File: config.mk
export PLATFORM = sky130hd
export DESIGN_NAME = des_decrypt_core
export DESIGN_NICKNAME = d
export VERILOG_FILES = /design/src/rtl/des_decrypt_core.sv
export SDC_FILE = /design/constraint.sdc
export NUM_CORES = 1
export LEC_CHECK = 0
export CAP_MARGIN = 30
export CELL_PAD_IN_SITES_DETAIL_PLACEMENT = 1
export CELL_PAD_IN_SITES_GLOBAL_PLACEMENT = 2
export CORE_MARGIN = 5
export CORE_UTILIZATION = 30
export DETAILED_ROUTE_END_ITERATION = 10
export PLACE_DENSITY_LB_ADDON = 0.08
export RECOVER_POWER = 100
export SYNTH_ARGS = -nofsm -noshare
export SYNTH_HDL_FRONTEND = slang
export SYNTH_SLANG_ARGS = --single-unit
File: constraint.sdc
create_clock -name clk -period 6.4 [get_ports clk]
set_clock_uncertainty 0.2 [all_clocks]
set_input_delay 0.96 -clock clk [delete_from_list [all_inputs] [get_ports clk]]
set_output_delay 0.96 -clock clk [all_outputs]
set_load 0.03 [all_outputs]
File: src/rtl/des_decrypt_core.sv
// Iterative DES decryption: one Feistel round per cycle, subkeys K16..K1 derived on the fly.
// Optional key parity flag (key_err) is built only when DES_DEC_PARITY_CHK_EN is defined.
module des_decrypt_core (
  input  logic        clk,
  input  logic        rst,
  input  logic        in_valid,
  output logic        in_ready,
  input  logic [1:64] din,
  input  logic [1:64] key,
  output logic        out_valid,
  input  logic        out_ready,
  output logic [1:64] dout
`ifdef DES_DEC_PARITY_CHK_EN
  ,
  output logic        key_err
`endif
);

  // Tables use DES numbering: entry n names input bit n, bit 1 being the MSB.
  localparam int unsigned IpTab [64] = '{
    58, 50, 42, 34, 26, 18, 10, 2, 60, 52, 44, 36, 28, 20, 12, 4,
    62, 54, 46, 38, 30, 22, 14, 6, 64, 56, 48, 40, 32, 24, 16, 8,
    57, 49, 41, 33, 25, 17, 9, 1, 59, 51, 43, 35, 27, 19, 11, 3,
    61, 53, 45, 37, 29, 21, 13, 5, 63, 55, 47, 39, 31, 23, 15, 7};

  localparam int unsigned FpTab [64] = '{
    40, 8, 48, 16, 56, 24, 64, 32, 39, 7, 47, 15, 55, 23, 63, 31,
    38, 6, 46, 14, 54, 22, 62, 30, 37, 5, 45, 13, 53, 21, 61, 29,
    36, 4, 44, 12, 52, 20, 60, 28, 35, 3, 43, 11, 51, 19, 59, 27,
    34, 2, 42, 10, 50, 18, 58, 26, 33, 1, 41, 9, 49, 17, 57, 25};

  localparam int unsigned ETab [48] = '{
    32, 1, 2, 3, 4, 5, 4, 5, 6, 7, 8, 9, 8, 9, 10, 11, 12, 13, 12, 13, 14, 15, 16, 17,
    16, 17, 18, 19, 20, 21, 20, 21, 22, 23, 24, 25, 24, 25, 26, 27, 28, 29, 28, 29, 30, 31,
    32, 1};

  localparam int unsigned PTab [32] = '{
    16, 7, 20, 21, 29, 12, 28, 17, 1, 15, 23, 26, 5, 18, 31, 10,
    2, 8, 24, 14, 32, 27, 3, 9, 19, 13, 30, 6, 22, 11, 4, 25};

  localparam int unsigned Pc1Tab [56] = '{
    57, 49, 41, 33, 25, 17, 9, 1, 58, 50, 42, 34, 26, 18,
    10, 2, 59, 51, 43, 35, 27, 19, 11, 3, 60, 52, 44, 36,
    63, 55, 47, 39, 31, 23, 15, 7, 62, 54, 46, 38, 30, 22,
    14, 6, 61, 53, 45, 37, 29, 21, 13, 5, 28, 20, 12, 4};

  localparam int unsigned Pc2Tab [48] = '{
    14, 17, 11, 24, 1, 5, 3, 28, 15, 6, 21, 10, 23, 19, 12, 4, 26, 8, 16, 7, 27, 20, 13, 2,
    41, 52, 31, 37, 47, 55, 30, 40, 51, 45, 33, 48, 44, 49, 39, 56, 34, 53, 46, 42, 50, 36,
    29, 32};

  // 64 x 4-bit entries, entry 0 at the MSB, index = {row, column}.
  localparam logic [255:0] SBox [8] = '{
    256'hE4D12FB83A6C5907_0F74E2D1A6CB9538_41E8D62BFC973A50_FC8249175B3EA06D,
    256'hF18E6B34972DC05A_3D47F28EC01A69B5_0E7BA4D158C6932F_D8A13F42B67C05E9,
    256'hA09E63F51DC7B428_D709346A285ECBF1_D6498F30B12C5AE7_1AD069874FE3B52C,
    256'h7DE3069A1285BC4F_D8B56F03472C1AE9_A690CB7DF13E5284_3F06A1D8945BC72E,
    256'h2C417AB6853FD0E9_EB2C47D150FA3986_421BAD78F9C5630E_B8C71E2D6F09A453,
    256'hC1AF92680D34E75B_AF427C9561DE0B38_9EF528C3704A1DB6_432C95FABE17608D,
    256'h4B2EF08D3C975A61_D0B7491AE35C2F86_14BDC37EAF680592_6BD814A7950FE23C,
    256'hD2846FB1A93E50C7_1FD8A374C56B0E92_7B419CE206ADF358_21E74A8DFC90356B};

  function automatic logic [63:0] ip_perm(input logic [63:0] x);
    logic [63:0] y;
    y = '0;
    for (int i = 0; i < 64; i++) y[63 - i] = x[64 - IpTab[i]];
    return y;
  endfunction

  function automatic logic [63:0] fp_perm(input logic [63:0] x);
    logic [63:0] y;
    y = '0;
    for (int i = 0; i < 64; i++) y[63 - i] = x[64 - FpTab[i]];
    return y;
  endfunction

  function automatic logic [47:0] e_perm(input logic [31:0] x);
    logic [47:0] y;
    y = '0;
    for (int i = 0; i < 48; i++) y[47 - i] = x[32 - ETab[i]];
    return y;
  endfunction

  function automatic logic [31:0] p_perm(input logic [31:0] x);
    logic [31:0] y;
    y = '0;
    for (int i = 0; i < 32; i++) y[31 - i] = x[32 - PTab[i]];
    return y;
  endfunction

  function automatic logic [55:0] pc1_perm(input logic [63:0] x);
    logic [55:0] y;
    y = '0;
    for (int i = 0; i < 56; i++) y[55 - i] = x[64 - Pc1Tab[i]];
    return y;
  endfunction

  function automatic logic [47:0] pc2_perm(input logic [55:0] x);
    logic [47:0] y;
    y = '0;
    for (int i = 0; i < 48; i++) y[47 - i] = x[56 - Pc2Tab[i]];
    return y;
  endfunction

  function automatic logic [3:0] sbox_lookup(input logic [255:0] tbl, input logic [5:0] b);
    logic [5:0]   idx;
    logic [255:0] sh;
    idx = {b[5], b[0], b[4:1]};
    sh  = tbl >> {(6'd63 - idx), 2'b00};
    return sh[3:0];
  endfunction

  function automatic logic [31:0] feistel(input logic [31:0] r, input logic [47:0] k);
    logic [47:0] x;
    logic [31:0] s;
    x = e_perm(r) ^ k;
    s = '0;
    for (int i = 0; i < 8; i++) s[31 - 4 * i -: 4] = sbox_lookup(SBox[i], x[47 - 6 * i -: 6]);
    return p_perm(s);
  endfunction

  function automatic logic [27:0] rotr28(input logic [27:0] x, input logic [1:0] amt);
    case (amt)
      2'd0:    return x;
      2'd1:    return {x[0], x[27:1]};
      default: return {x[1:0], x[27:2]};
    endcase
  endfunction

  typedef enum logic [1:0] {StIdle, StRound, StOut} state_e;

  state_e      state_q;
  logic [4:0]  rnd_q;
  logic [31:0] l_q, r_q;
  logic [27:0] c_q, d_q;
  logic [63:0] dout_q;
  logic        out_valid_q;

  logic [63:0] din_v, key_v, ip_blk;
  logic [55:0] pc1_key;
  logic [1:0]  shamt;
  logic [27:0] c_d, d_d;
  logic [47:0] subkey;
  logic [31:0] f_out;

  assign din_v   = din;
  assign key_v   = key;
  assign ip_blk  = ip_perm(din_v);
  assign pc1_key = pc1_perm(key_v);

  // Right-rotation schedule that walks the encryption subkeys backwards.
  always_comb begin
    case (rnd_q)
      5'd1:                   shamt = 2'd0;
      5'd2, 5'd9, 5'd16:      shamt = 2'd1;
      default:                shamt = 2'd2;
    endcase
    c_d    = rotr28(c_q, shamt);
    d_d    = rotr28(d_q, shamt);
    subkey = pc2_perm({c_d, d_d});
    f_out  = feistel(r_q, subkey);
  end

  always_ff @(posedge clk) begin
    if (rst) begin
      state_q     <= StIdle;
      rnd_q       <= 5'd0;
      l_q         <= '0;
      r_q         <= '0;
      c_q         <= '0;
      d_q         <= '0;
      dout_q      <= '0;
      out_valid_q <= 1'b0;
    end else begin
      unique case (state_q)
        StIdle: begin
          if (in_valid) begin
            l_q     <= ip_blk[63:32];
            r_q     <= ip_blk[31:0];
            c_q     <= pc1_key[55:28];
            d_q     <= pc1_key[27:0];
            rnd_q   <= 5'd1;
            state_q <= StRound;
          end
        end
        StRound: begin
          if (rnd_q == 5'd16) begin
            // Preoutput is R16L16: the last round skips the half swap.
            dout_q      <= fp_perm({l_q ^ f_out, r_q});
            out_valid_q <= 1'b1;
            state_q     <= StOut;
          end else begin
            l_q   <= r_q;
            r_q   <= l_q ^ f_out;
            c_q   <= c_d;
            d_q   <= d_d;
            rnd_q <= rnd_q + 5'd1;
          end
        end
        StOut: begin
          if (out_ready) begin
            out_valid_q <= 1'b0;
            rnd_q       <= 5'd0;
            state_q     <= StIdle;
          end
        end
        default: state_q <= StIdle;
      endcase
    end
  end

  assign in_ready  = (state_q == StIdle);
  assign out_valid = out_valid_q;
  assign dout      = dout_q;

`ifdef DES_DEC_PARITY_CHK_EN
  logic key_even;
  logic key_err_q;

  // Every key byte must carry odd parity.
  always_comb begin
    key_even = 1'b0;
    for (int i = 0; i < 8; i++) begin
      if (^key_v[63 - 8 * i -: 8] == 1'b0) key_even = 1'b1;
    end
  end

  always_ff @(posedge clk) begin
    if (rst) begin
      key_err_q <= 1'b0;
    end else if (in_valid && in_ready) begin
      key_err_q <= key_even;
    end else if (out_valid_q && out_ready) begin
      key_err_q <= 1'b0;
    end
  end

  assign key_err = key_err_q;
`endif

endmodule

### Yosys cells after proc, flatten, opt, wreduce, memory -nomap -nowiden

Cells that the tools add are included.

* flip-flop bits (word level): 192
* output and inout bits: 66

* $add $sub $neg: 9
* eq/ne operators: 12
* shift operators: 8
* mux-type cells: 26
* bitwise gates (word level): 2
* reductions and logical operators: 12

Operators with widths (count)
* 256-bit by 8-bit right shift with 4-bit output (first input constant): 5
* 255-bit by 8-bit right shift with 4-bit output (first input constant): 2
* 254-bit by 8-bit right shift with 4-bit output (first input constant): 1
* 28-bit one-hot mux with 2 select lines: 4
* 32-bit two-way mux: 4
* 32-bit one-hot mux with 2 select lines: 2
* 28-bit two-way mux: 4
* 6-bit subtractor (first input constant): 8
* 48-bit bitwise XOR: 1
* 32-bit bitwise XOR: 1
* 5-bit two-way mux: 3
* 5-bit one-hot mux with 3 select lines: 1
* 2-bit != test (second input constant): 5
* 3-bit AND reduction: 3
* 4-bit AND reduction: 2
* 2-bit two-way mux: 3
* 2-bit one-hot mux with 3 select lines: 1
* 5-bit by 1-bit adder with 5-bit output (second input constant): 1
* 5-bit by 1-bit equality test with 1-bit output (second input constant): 1
* 5-bit by 2-bit equality test with 1-bit output (second input constant): 1
* 5-bit by 4-bit equality test with 1-bit output (second input constant): 1
* 5-bit equality test (second input constant): 1
* 2-bit by 1-bit equality test with 1-bit output (second input constant): 2
* 2-bit logical NOT: 2
* 8 further kinds: 10

### Logic depth before layout (Yosys ltp)

* depth after elaboration: 11
* mapped depth: 21

### Worst setup path after synthesis

Ideal clock, no wire load.

* kind: register to register
* from: register rnd_q[0]
* to: register r_q[27]
* library setup time: 0.112 ns
* arrival time: 3.846 ns
* data required time: 6.088 ns
* path slack: 2.241 ns
* stages on the path, launching flop included: 20
* buffers on the path: 2
* period minus slack after synthesis: 4.159 ns
* cells stage by stage: dfxtp_1 inv_1 ha_1 mux2i_1 mux2_4 buf_6 buf_6 nor3_1 or3_1 nand2_1 inv_1 ha_1 or2_2 a211oi_1 nor4_1 a31oi_1 o311ai_0 a31oi_1 xor2_1 a2111oi_1

* cells in the longest elaborated chain, start to end: 11
* elaborated cells between the ends (all ways): 17

RTL lines
* start, declared: RTL line 133 `logic [4:0] rnd_q;`
* start signal, assigned: RTL line 197 `rnd_q <= rnd_q + 5'd1;`
* 5-bit equality test (tied with other cells): RTL line 153, 187
* 3-bit OR reduction: RTL line 153 `case (rnd_q)`
* 2-bit one-hot mux with 2 select lines: RTL line 153
* 2-bit by 1-bit equality test with 1-bit output / 2-bit logical NOT (equally long branches): RTL line 123 `case (amt)`
* 28-bit one-hot mux with 2 select lines: RTL line 123
* 48-bit bitwise XOR: RTL line 116 `x = e_perm(r) ^ k;`
* 6-bit subtractor: RTL line 109 `sh = tbl >> {(6'd63 - idx), 2'b00};`
* 256-bit by 8-bit right shift with 4-bit output: RTL line 109
* 32-bit bitwise XOR: RTL line 194 `r_q <= l_q ^ f_out;`
* 32-bit two-way mux: RTL line 187 `if (rnd_q == 5'd16) begin`
* 32-bit one-hot mux with 2 select lines: RTL line 175 `unique case (state_q)`
* end signal, assigned: RTL line 179 `r_q <= ip_blk[31:0];`
* end signal, assigned: RTL line 194
* end, declared: RTL line 134 `logic [31:0] l_q, r_q;`

Several ways; a longest one is shown, not always the timed one. The select of a mux whose other input is x is not followed.
A chain may end at the register's enable or synchronous reset.

### Worst setup path after layout

* from: register rnd_q[0]
* to: register dout_q[42], in the netlist dout[22]

* cells in the longest elaborated chain, start to end: 9
* elaborated cells between the ends (all ways): 14

RTL lines
* 5-bit equality test (tied with other cells): RTL line 153, 187
* 3-bit OR reduction: RTL line 153
* 2-bit one-hot mux with 2 select lines: RTL line 153
* 2-bit by 1-bit equality test with 1-bit output / 2-bit logical NOT (equally long branches): RTL line 123
* 28-bit one-hot mux with 2 select lines: RTL line 123
* 48-bit bitwise XOR: RTL line 116
* 6-bit subtractor: RTL line 109
* 255-bit by 8-bit right shift with 4-bit output: RTL line 109
* 32-bit bitwise XOR: RTL line 189 `dout_q <= fp_perm({l_q ^ f_out, r_q});`
* end signal, assigned: RTL line 189
* end, declared: RTL line 136 `logic [63:0] dout_q;`

Several ways; a longest one is shown, not always the timed one.

==> impl_results.md <==
* Max cap viols at 4
* 1st-iter DRT viols at 1137
* Peak fanout along the critical path at 44
* Async set-reset flop share out of synthesis at 0
* Leading area contributor after synthesis: dfxtp_1
* Hold Crit Depth at 2
* Reg2reg path depth at 17
* Worst setup EP type: register
* Vias in the first global route at 17700
* Power Density at 395 nW/um^2
* Cell variety after synth at around 110
* Hold path startpoint: dout[9]
* I/O Pins at 198
* Initial Util at 0.302
* Area Growth Syn to Fin at 16.8%
* Worst reg-to-reg setup slack at 0.53 ns
* WHS at 0.255 ns
* Sequential share of the synthesized area at 0.226
* Worst setup SP type: register
* Overall Global Routing Usage at 0.252
* Antenna cells at 0
* Row cnt at 87
* Largest net degree at the start of global routing at between 70 and 80
* First-pass GRT wire length at approximately 120000 um
* Vias at 18000
* Post-CTS Setup Bufs at 0
* TNS Setup at 0 ns
* Outcome: complete, but fails checks
* Hold Path Sink: dout[9]
* Worst slew margin at -0.968
* Clk Latency, worst-skew pair at about 0.5 ns
* Syn Nets at 2384
* Clock Sinks at 192
* GRT Residual Overflow at 0
* Die footprint at 61700 um^2
* Main synth FF type: dfxtp_1
* Residual DRC at 0
* WP data required at about 6.6 ns
* Layout cell share with drive strength beyond 1 at 0.0916
* Least-Margin Pin Slew at a little under 3 ns
* Post-layout min period at 5.87 ns
* Leak Pwr at 0.00725 uW
* Maximum vdd ir drop at roughly 0.23 mV
* GP Congestion at 0.915
* WL per Instance at 26.3 um
* Worst r2r src: rnd_q[0]
* Synth Register Bits at 192
* Number of synthesis warnings at 0
* Post-Syn Instances at 2182
* Critical path data arrival time at 6.03 ns
* Hpwl dp at around 60000 um
* Via density at 5.94
* Final cell utilization of the core at 0.353
* Fin. max-slew vios at 177
* Post-CTS Hold Fix Bufs at 0
* Synth area leaders: dfxtp_1 23%, mux2i_1 5.5%, a211oi_1 5.3%
* Mapped Area at 17000 um^2
* CTS resizes at 0
* Clock transition at path regs at 0.09 ns
* Core area at about 56000 um^2
* Remaining antenna violation count after routing at 0
* EDFF count, synth at 0
* RSZ-0062 raised after global routing: false
* TritonCTS clock tree: yes
* Number of detailed-route iterations in the first pass at 7
* Avg Cell Area, Syn at 7.81 um^2
* Die H at 248 um
* R2r endpoint: dout[22]
* Clock Tree Buf Depth at 2
* Hold/Removal Path Class: register to register
* Initial antenna violation count at 0
* Setup violations, final at 0
* IO Port Bufs at between 150 and 200
* Clock root buffer: clkbuf_16
* Violated checks: capacitance limit, slew limit
* Crit Path Class: register to register
* Total CTS buffers at 17
* Post-synth top area share at 0.226
* Fin nets at 2460
* H-Tree Depth at 4
* Final wirelength at 79600 um
* Die Width at around 250 um
* Hold Vio Cnt, Final at 0
* Final worst path period share at 0.917
* Fmax achieved at approximately 170 MHz
==> layer usage <==
metal | track usage | wire (um)
met1 | 0.369 | 39400
met2 | 0.385 | 34800
met3 | 0.0412 | 3550
met4 | 0.0633 | 1840
met5 | 0 | 0
==> metrics by stage <==
stage | setup slack, ns | cells | power, uW | area [um^2]
6_report | 0.533 | 3027 | 7860 | 19900
5_1_grt | 0.237 | 3027 | 8400 | 19900
4_1_cts | 0.855 | 3027 | 7940 | 20000
3_5_place_dp | 0.884 | 2995 | 6720 | 19400
3_3_place_gp | 0.975 | 2994 | 6660 | 19400
2_1_floorplan | 2.24 | 2182 | 5030 | 17000
==> synthesized netlist by cell type, drive strengths merged, types with 7 or more instances <==
library cell / n
a2111oi: 18
a211o: 9
a211oi: 128
a21boi: 23
a21oi: 145
a221oi: 25
a22oi: 10
a311oi: 19
a31oi: 48
a32oi: 8
and3: 23
buf: 61
clkbuf: 111
dfxtp: 192
ha: 70
inv: 57
mux2i: 95
mux4: 7
nand2: 158
nand2b: 15
nand3: 64
nand4: 23
nor2: 189
nor2b: 35
nor3: 118
nor4: 25
nor4b: 21
o2111ai: 11
o211a: 9
o211ai: 56
o21a: 22
o21ai: 142
o221ai: 9
o22ai: 15
o311ai: 10
o31ai: 8
o32ai: 7
or2: 11
or3: 54
or4: 10
xnor2: 37
xor2: 20
==> critical path, cell delays in order (launching register included) <==
cell and delay (ns):
dfxtp_1 0.40, inv_1 0.11, ha_1 0.23, mux2i_1 0.34, mux2_4 0.64, o21ai_0 0.34
a21oi_1 0.31, or2_0 0.59, inv_1 0.31, ha_1 0.33, or4_1 0.50, a311oi_1 0.30
a31oi_1 0.10, o2111ai_1 0.29, o31ai_1 0.13, buf_2 0.21, xnor2_1 0.22, a21oi_1 0.10
==> flip-flops by register name (all words and copies together), names as in the netlist <==
| signal | flops |
|---|---|
| out_valid | 1 |
| r_q | 32 |
| d_q | 28 |
| l_q | 32 |
| c_q | 28 |
| state_q | 2 |
| dout | 64 |
| rnd_q | 5 |
==> cell usage in the layout, fill, tap and decap left out, drive strengths merged, types with 70 or more instances in the layout <==
cell type      instances
clkdlybuf4s50        121
a21oi                145
nor3                 118
nor2                 189
a211oi               128
o21ai                142
mux2i                 95
ha                    70
dfxtp                192
nand2                158
==> where the power goes <==
group | switching [uW] | internal, uW | total, uW
clock | 639 | 540 | 1180
sequential | 306 | 1350 | 1660
combinational | 3250 | 1780 | 5030
total | 4200 | 3670 | 7860
==> cells by family (layout without fill, tap and decap cells) <==
logic type,after synthesis,after routing,synth area share
DFF,192,192,0.226
buffers and inverters,230,319,0.0619
adders and majority gates,70,70,0.0514
xor gates and xnor gates,57,57,0.0306
muxes,108,108,0.0707
and+or+nand+nor,767,767,0.242
AOI/OAI and AO/OA,758,758,0.318
==> worst max-delay path by stage <==
stage                  start       end  cells after the start
global placement    rnd_q[0]    r_q[6]                     17
floorplan           rnd_q[0]   r_q[27]                     19
detailed placement  rnd_q[0]    r_q[6]                     17
finish              rnd_q[0]  dout[22]                     17
global route        rnd_q[0]  dout[22]                     17
CTS                 rnd_q[0]    r_q[6]                     17
==> area by class of cell <==
class | count | area, um^2
timing repair buffer | 229 | 2170
sequential | 192 | 3850
fill | 6777 | 36500
clock buffer | 17 | 425
tap | 756 | 946
multi-input combinational | 1760 | 12100
inverter | 58 | 218
clock inverter | 15 | 190
Note: power is estimated with default switching activity, not from simulation.
